**src/rtl/conv_mac_unit.sv**
```systemverilog
// conv_mac_unit
// -------------
// Consumer of the kernel-serving weight stage. On start it captures a
// row-major IMG_H x IMG_W feature map. For each of NUM_KERNELS kernels it
// requests a kernel and latches it on the weight stage's one-cycle pulse.
// It then slides the kernel over the map (stride 1, no padding). Each
// window result takes K_H*K_W cycles of serial signed multiply-accumulate.
//
// Handshake: out_value/out_kernel are valid while out_valid is high and stay
// frozen until the cycle out_ready is also high; that edge is the transfer,
// and out_valid is low in the following cycle.
//
// Optional build macro CONV_MAC_RELU_EN: negative results are presented as 0
// on out_value (accumulator untouched, timing identical).
//
// Ports:
//   clk, rst_n            clock, async active-low reset
//   start                 begin job (sampled only when idle)
//   image_in              feature map, element (r,c) at [(r*IMG_W+c)*DATA_WIDTH +: DATA_WIDTH]
//   kernel_in             row-major kernel, valid with kernel_valid pulse
//   kernel_valid          one-cycle kernel pulse from the weight stage
//   weights_done          weight stage has no more kernels
//   next_kernel           kernel request, held until kernel_valid
//   out_value/out_valid   signed window result / valid
//   out_ready             consumer accepts out_value
//   out_kernel            index of kernel that produced out_value
//   busy, done            not idle / one-cycle completion pulse
//   err_short             sticky: weights ran out before NUM_KERNELS kernels
//   dbg_state             current FSM state encoding
module conv_mac_unit #(
  parameter int DATA_WIDTH  = 8,
  parameter int K_H         = 3,
  parameter int K_W         = 3,
  parameter int NUM_KERNELS = 3,
  parameter int IMG_H       = 5,
  parameter int IMG_W       = 5,
  parameter int ACC_WIDTH   = 2*DATA_WIDTH+4
) (
  input  logic                                         clk,
  input  logic                                         rst_n,
  input  logic                                         start,
  input  logic [DATA_WIDTH*IMG_H*IMG_W-1:0]            image_in,
  input  logic [DATA_WIDTH*K_H*K_W-1:0]                kernel_in,
  input  logic                                         kernel_valid,
  input  logic                                         weights_done,
  output logic                                         next_kernel,
  output logic [ACC_WIDTH-1:0]                         out_value,
  output logic                                         out_valid,
  input  logic                                         out_ready,
  output logic [((NUM_KERNELS>1)?$clog2(NUM_KERNELS):1)-1:0] out_kernel,
  output logic                                         busy,
  output logic                                         done,
  output logic                                         err_short,
  output logic [2:0]                                   dbg_state
);

  localparam int OH  = IMG_H - K_H + 1;
  localparam int OW  = IMG_W - K_W + 1;
  localparam int KIW = (NUM_KERNELS > 1) ? $clog2(NUM_KERNELS) : 1;
  localparam int KCW = $clog2(NUM_KERNELS + 1);
  localparam int ORW = (OH > 1) ? $clog2(OH) : 1;
  localparam int OCW = (OW > 1) ? $clog2(OW) : 1;
  localparam int TRW = (K_H > 1) ? $clog2(K_H) : 1;
  localparam int TCW = (K_W > 1) ? $clog2(K_W) : 1;
  localparam int IRW = (IMG_H > 1) ? $clog2(IMG_H) : 1;
  localparam int ICW = (IMG_W > 1) ? $clog2(IMG_W) : 1;

  localparam logic [KCW-1:0] KC_LAST = KCW'(NUM_KERNELS - 1);
  localparam logic [ORW-1:0] OR_LAST = ORW'(OH - 1);
  localparam logic [OCW-1:0] OC_LAST = OCW'(OW - 1);
  localparam logic [TRW-1:0] TR_LAST = TRW'(K_H - 1);
  localparam logic [TCW-1:0] TC_LAST = TCW'(K_W - 1);

  typedef enum logic [2:0] {S_IDLE, S_REQ, S_MAC, S_OUT, S_FIN} state_t;

  state_t                            state;
  logic [DATA_WIDTH*IMG_H*IMG_W-1:0] image_reg;
  logic [DATA_WIDTH*K_H*K_W-1:0]     ker_reg;
  logic [KCW-1:0]                    kc;
  logic [ORW-1:0]                    row;
  logic [OCW-1:0]                    col;
  logic [TRW-1:0]                    tap_r;
  logic [TCW-1:0]                    tap_c;
  logic signed [ACC_WIDTH-1:0]       acc;

  logic [DATA_WIDTH-1:0] img_arr [IMG_H][IMG_W];
  logic [DATA_WIDTH-1:0] ker_arr [K_H][K_W];

  for (genvar r = 0; r < IMG_H; r++) begin : g_img_r
    for (genvar c = 0; c < IMG_W; c++) begin : g_img_c
      assign img_arr[r][c] = image_reg[(r*IMG_W+c)*DATA_WIDTH +: DATA_WIDTH];
    end
  end
  for (genvar r = 0; r < K_H; r++) begin : g_ker_r
    for (genvar c = 0; c < K_W; c++) begin : g_ker_c
      assign ker_arr[r][c] = ker_reg[(r*K_W+c)*DATA_WIDTH +: DATA_WIDTH];
    end
  end

  // Tap (tap_r, tap_c) of window (row, col) reads pixel (row+tap_r, col+tap_c).
  logic [IRW-1:0]                pix_r;
  logic [ICW-1:0]                pix_c;
  logic signed [DATA_WIDTH-1:0]  pix;
  logic signed [DATA_WIDTH-1:0]  wgt;
  logic signed [2*DATA_WIDTH-1:0] prod;
  logic signed [ACC_WIDTH-1:0]   sum;
  logic                          first_tap;
  logic                          last_tap;
  logic                          last_win;

  assign pix_r     = IRW'(row) + IRW'(tap_r);
  assign pix_c     = ICW'(col) + ICW'(tap_c);
  assign pix       = $signed(img_arr[pix_r][pix_c]);
  assign wgt       = $signed(ker_arr[tap_r][tap_c]);
  assign prod      = pix * wgt;
  assign first_tap = (tap_r == '0) && (tap_c == '0);
  assign last_tap  = (tap_r == TR_LAST) && (tap_c == TC_LAST);
  assign last_win  = (row == OR_LAST) && (col == OC_LAST);
  // Tap 0 starts a fresh window, so the old accumulator is dropped there.
  assign sum       = (first_tap ? '0 : acc)
                     + {{(ACC_WIDTH-2*DATA_WIDTH){prod[2*DATA_WIDTH-1]}}, prod};

  assign dbg_state = state;

  always_ff @(posedge clk or negedge rst_n) begin
    if (!rst_n) begin
      state       <= S_IDLE;
      image_reg   <= '0;
      ker_reg     <= '0;
      kc          <= '0;
      row         <= '0;
      col         <= '0;
      tap_r       <= '0;
      tap_c       <= '0;
      acc         <= '0;
      next_kernel <= 1'b0;
      out_value   <= '0;
      out_valid   <= 1'b0;
      out_kernel  <= '0;
      busy        <= 1'b0;
      done        <= 1'b0;
      err_short   <= 1'b0;
    end else begin
      done <= 1'b0;
      case (state)
        S_IDLE: begin
          if (start) begin
            image_reg   <= image_in;
            err_short   <= 1'b0;
            kc          <= '0;
            next_kernel <= 1'b1;
            busy        <= 1'b1;
            state       <= S_REQ;
          end
        end
        S_REQ: begin
          if (kernel_valid) begin
            ker_reg     <= kernel_in;
            row         <= '0;
            col         <= '0;
            tap_r       <= '0;
            tap_c       <= '0;
            next_kernel <= 1'b0;
            state       <= S_MAC;
          end else if (weights_done) begin
            err_short   <= 1'b1;
            next_kernel <= 1'b0;
            done        <= 1'b1;
            state       <= S_FIN;
          end
        end
        S_MAC: begin
          acc <= sum;
          if (tap_c == TC_LAST) begin
            tap_c <= '0;
            tap_r <= (tap_r == TR_LAST) ? '0 : tap_r + 1'b1;
          end else begin
            tap_c <= tap_c + 1'b1;
          end
          if (last_tap) begin
`ifdef CONV_MAC_RELU_EN
            out_value <= sum[ACC_WIDTH-1] ? '0 : sum;
`else
            out_value <= sum;
`endif
            out_kernel <= KIW'(kc);
            out_valid  <= 1'b1;
            state      <= S_OUT;
          end
        end
        S_OUT: begin
          if (out_ready) begin
            out_valid <= 1'b0;
            if (last_win) begin
              kc <= kc + 1'b1;
              if (kc == KC_LAST) begin
                done  <= 1'b1;
                state <= S_FIN;
              end else begin
                next_kernel <= 1'b1;
                state       <= S_REQ;
              end
            end else begin
              if (col == OC_LAST) begin
                col <= '0;
                row <= row + 1'b1;
              end else begin
                col <= col + 1'b1;
              end
              state <= S_MAC;
            end
          end
        end
        S_FIN: begin
          busy  <= 1'b0;
          state <= S_IDLE;
        end
        default: state <= S_IDLE;
      endcase
    end
  end

endmodule

```
**config.mk**
```make
export PLATFORM = sky130hd
export DESIGN_NAME = conv_mac_unit
export DESIGN_NICKNAME = d
export VERILOG_FILES = /design/src/rtl/conv_mac_unit.sv
export SDC_FILE = /design/constraint.sdc
export NUM_CORES = 1
export LEC_CHECK = 0
export ABC_AREA = 1
export BUFFER_PORTS_ARGS = -buffer_cell sky130_fd_sc_hd__buf_2
export CAP_MARGIN = 20
export CORE_ASPECT_RATIO = 1.5
export CORE_MARGIN = 2
export CORE_UTILIZATION = 36
export CTS_CLUSTER_SIZE = 28
export DETAILED_ROUTE_END_ITERATION = 8
export MAX_ROUTING_LAYER = met4
export PLACE_DENSITY_LB_ADDON = 0.1
export SLEW_MARGIN = 0
export SYNTH_ARGS = -nofsm -noshare
export SYNTH_HDL_FRONTEND = slang
export SYNTH_SLANG_ARGS = --single-unit
```
**constraint.sdc**
```tcl
create_clock -name clk -period 10.65 [get_ports clk]
set_input_delay 0.5325 -clock clk [delete_from_list [all_inputs] [get_ports clk]]
set_output_delay 0.5325 -clock clk [all_outputs]
set_load 0.1 [all_outputs]
```
==> results.txt <==
The run finished with clean final reports. The depth of the worst register-to-register path was 38. The worst register-to-register path ends at acc[18]. In this run the cell area of the synthesized design comes to 18720 µm². Sorting the synthesized cells by area gives the leading types as sky130_fd_sc_hd__dfrtp_1 44%, sky130_fd_sc_hd__nand2_1 17%, sky130_fd_sc_hd__o21ai_0 6.7%. The logs give 2 for the number of levels the H-tree was split into and 5447 for the number of fill cells.

The yosys synthesis warning count came out at 0. For this run, the total global-route usage over all layers was measured as 23.20%. Of all flip-flops after synthesis, the portion carrying an async set or reset was 100.0%. The synthesized netlist contains 48 unique library cells. Before antenna repair, the detailed router went through 5 iterations.

Final hold violation count: 0. After clock tree synthesis, the setup repair step added 0 buffers. The floorplan has 102 rows. For the clock insertion delay at the later pin of the skew report, the log shows 560 ps. Setup repair after global routing left no endpoint under its margin.

On the worst path, the slowest cell contributes a delay of 830 ps. Summing all multi-input logic gate instances after layout gives 8823 µm². The origin of the worst setup path was tap_r[1].

The width of the die is 190.2 µm. The first global-routing pass estimated 94570 µm of wire. The flip-flop cell with the highest count after synthesis is sky130_fd_sc_hd__dfrtp_1. Using the TritonRoute via totals, the vias-per-cell ratio works out to 4.867. The number of enable-type register cells in the synthesized netlist came out at 0. The core region is 51560 µm². The non-filler instance count after layout was 3344. The worst hold margin is 69.45 ps, and the maximum fanout encountered on the critical timing path is 26. The clock drives 332 sinks. Layout overhead on the synthesized area: 16.82%.

Data on the critical path is required at its endpoint by 11070 ps. Timing would allow up to 113.8 MHz. For this block, the via count after detailed routing is 16275. The largest individual stage delay along the critical path comes from the cell sky130_fd_sc_hd__fa_1. For this run, the register share of the synthesized area comes to 44.38%. The run gives 0 as the final setup violation count. The logs give 0 for the number of violations of the max-capacitance limit and 0 for the number of max-slew violations in the final report.

The congestion estimate from routability-driven global placement came to 0.8619. The most frequent cell on the critical path was sky130_fd_sc_hd__nand2_1. The area occupied by registers was 8308 µm². Yosys instantiated no cell more often than sky130_fd_sc_hd__nand2_1. The worst pin sits at a relative slew slack of 22.94%.

STA classifies the critical path endpoint as a flip-flop. The worst clock skew was 24.41 ps. The worst register-to-register path begins at tap_r[1]. The run gives 36 as the clock buffer count from CTS. The synthesized design spends more area on one cell type than any other, namely sky130_fd_sc_hd__dfrtp_1.

Dividing the detail-routed wire length by the instance count gives 17.97 µm. Placed wire-length estimate: 45410 µm. For the placed cell count, the log shows 3273.

The fraction of layout cells with a size suffix above 1 was 15.41%; the number of input and output port buffers inserted was 307. The slack of the worst reg-to-reg path was 1860 ps. The worst path uses 82.50% of the clock period.

After the first detailed-routing iteration, the DRC count stood at 966. TritonCTS built the clock tree. The clock period could shrink to 8787 ps. The tools report the termination of the worst setup path as acc[18]. Actual slew at the worst max-slew pin: 1156 ps. The worst path meets setup with 1863 ps of slack.

The die covers 53880 µm². In this run the vertical extent of the chip is 283.3 µm. In the routed design, unresolved DRC markers number 0. The pre-CTS worst setup slack was 1917 ps. The startpoint kind of the worst setup timing path was a flip-flop. Global routing finished with a remaining overflow of 0.

The share of the synthesized area in the top cell type works out to 44.38%. The critical path is of the flip-flop to flip-flop type. The tools report the number of antenna violations at the first check in global routing as 8. The via count of the first global-routing pass was 17106; the effective utilization at floorplan was 36.31%. The synthesized area per cell was 7.842 µm²; the critical path data arrival time was 9210 ps. Clock-pin slew was measured on the worst setup and hold paths at 60 ps. Summed over all layers, the routed wires come to 60090 µm. Synthesis produced 2387 cells. The number of nets handed over by synthesis was 2775. In the final timing run, aggregate negative setup slack is 0 ps. In this run the deepest clock path goes through 3 buffers. The number of nets with antenna violations after detailed routing was 0; the register bit count reported by yosys was 332. The worst hold path class was input port to asynchronous set/reset pin. The layout net count is 3023, and the maximum number of pins on one net before global-route repair is 260. After synthesis, the most frequently instantiated cells are 843 x sky130_fd_sc_hd__nand2_1, 332 x sky130_fd_sc_hd__dfrtp_1, 271 x sky130_fd_sc_hd__inv_1, 252 x sky130_fd_sc_hd__o21ai_0, 117 x sky130_fd_sc_hd__nor2_1.

Pin placement for this block handled 308 I/O pins. In this run the clock root is driven by a sky130_fd_sc_hd__clkbuf_16. After clock tree synthesis, the flow added hold-fix buffers numbering 0. The register with the most flip-flops in the layout has 200 of them. The number of gates given a new drive strength after cts was 0.
cells by family after synthesis:
kind of cell               after synthesis  share of synthesized area (%)
AOI/OAI and AO/OA                      448                          13.23
xor gates and xnor gates                35                          1.638
adders and majority gates              110                          9.719
buffers and inverters                  397                          8.616
DFF                                    332                          44.38
and+or+nand+nor                       1065                          22.41
worst max-delay path, delay by kind of cell (launching register included):
kind / cells / cell delay [ps]
compound gates: 5 / 690
fa+ha+maj: 7 / 3660
simple gates: 19 / 2330
buf+inv: 7 / 1310
flops: 1 / 650
per-layer routing:
| layer | GRT usage (%) | share of wire [%] |
|---|---|---|
| met1 | 28.34 | 42 |
| met3 | 3.444 | 5.1 |
| met5 | - | 0 |
| met2 | 38.99 | 50 |
| met4 | 8.081 | 3.6 |
placed cells by master, fill, tap and decap left out, types with 9 or more instances in the layout:
| master | count |
|---|---|
| sky130_fd_sc_hd__buf_2 | 306 |
| sky130_fd_sc_hd__nand3_1 | 74 |
| sky130_fd_sc_hd__ha_1 | 50 |
| sky130_fd_sc_hd__inv_1 | 271 |
| sky130_fd_sc_hd__xor2_1 | 19 |
| sky130_fd_sc_hd__clkinv_2 | 9 |
| sky130_fd_sc_hd__o211ai_1 | 18 |
| sky130_fd_sc_hd__fa_1 | 59 |
| sky130_fd_sc_hd__o221ai_1 | 18 |
| sky130_fd_sc_hd__clkbuf_16 | 36 |
| sky130_fd_sc_hd__clkbuf_8 | 9 |
| sky130_fd_sc_hd__inv_2 | 14 |
| sky130_fd_sc_hd__xnor2_1 | 16 |
| sky130_fd_sc_hd__o21ai_1 | 10 |
| sky130_fd_sc_hd__a21oi_1 | 114 |
| sky130_fd_sc_hd__nand2_1 | 843 |
| sky130_fd_sc_hd__buf_4 | 10 |
| sky130_fd_sc_hd__o21ai_0 | 252 |
| sky130_fd_sc_hd__nor2_1 | 116 |
| sky130_fd_sc_hd__dfrtp_1 | 332 |
area by class of cell:
type	count	area share (%)
Multi-Input combinational cell	1658	40.35
Clock buffer	51	4.789
Timing Repair Buffer	318	7.507
Tap cell	676	3.868
Inverter	289	4.967
Antenna cell	8	0.09155
Sequential cell	332	37.99
Clock inverter	12	0.4349
worst min-delay path by stage:
stage / to / slack, ps / cells after the start
3_3_place_gp: image_reg[84] / 450 / 2
4_1_cts: image_reg[24] / 130 / 1
3_5_place_dp: image_reg[87] / 450 / 2
2_1_floorplan: acc[0] / 240 / 0
5_1_grt: image_reg[24] / 160 / 1
6_report: image_reg[24] / 70 / 1
through the flow:
step | instance area, µm² | utilization [%]
2_1_floorplan | 18720 | -
3_3_place_gp | 20700 | 40.16
3_5_place_dp | 20700 | 40.16
4_1_cts | 21850 | 42.37
5_1_grt | 21870 | 42.41
6_report | 21870 | 42.41
Power is not shown: default switching activity piles up to over one toggle a cycle in this logic, so the estimate is an artifact.
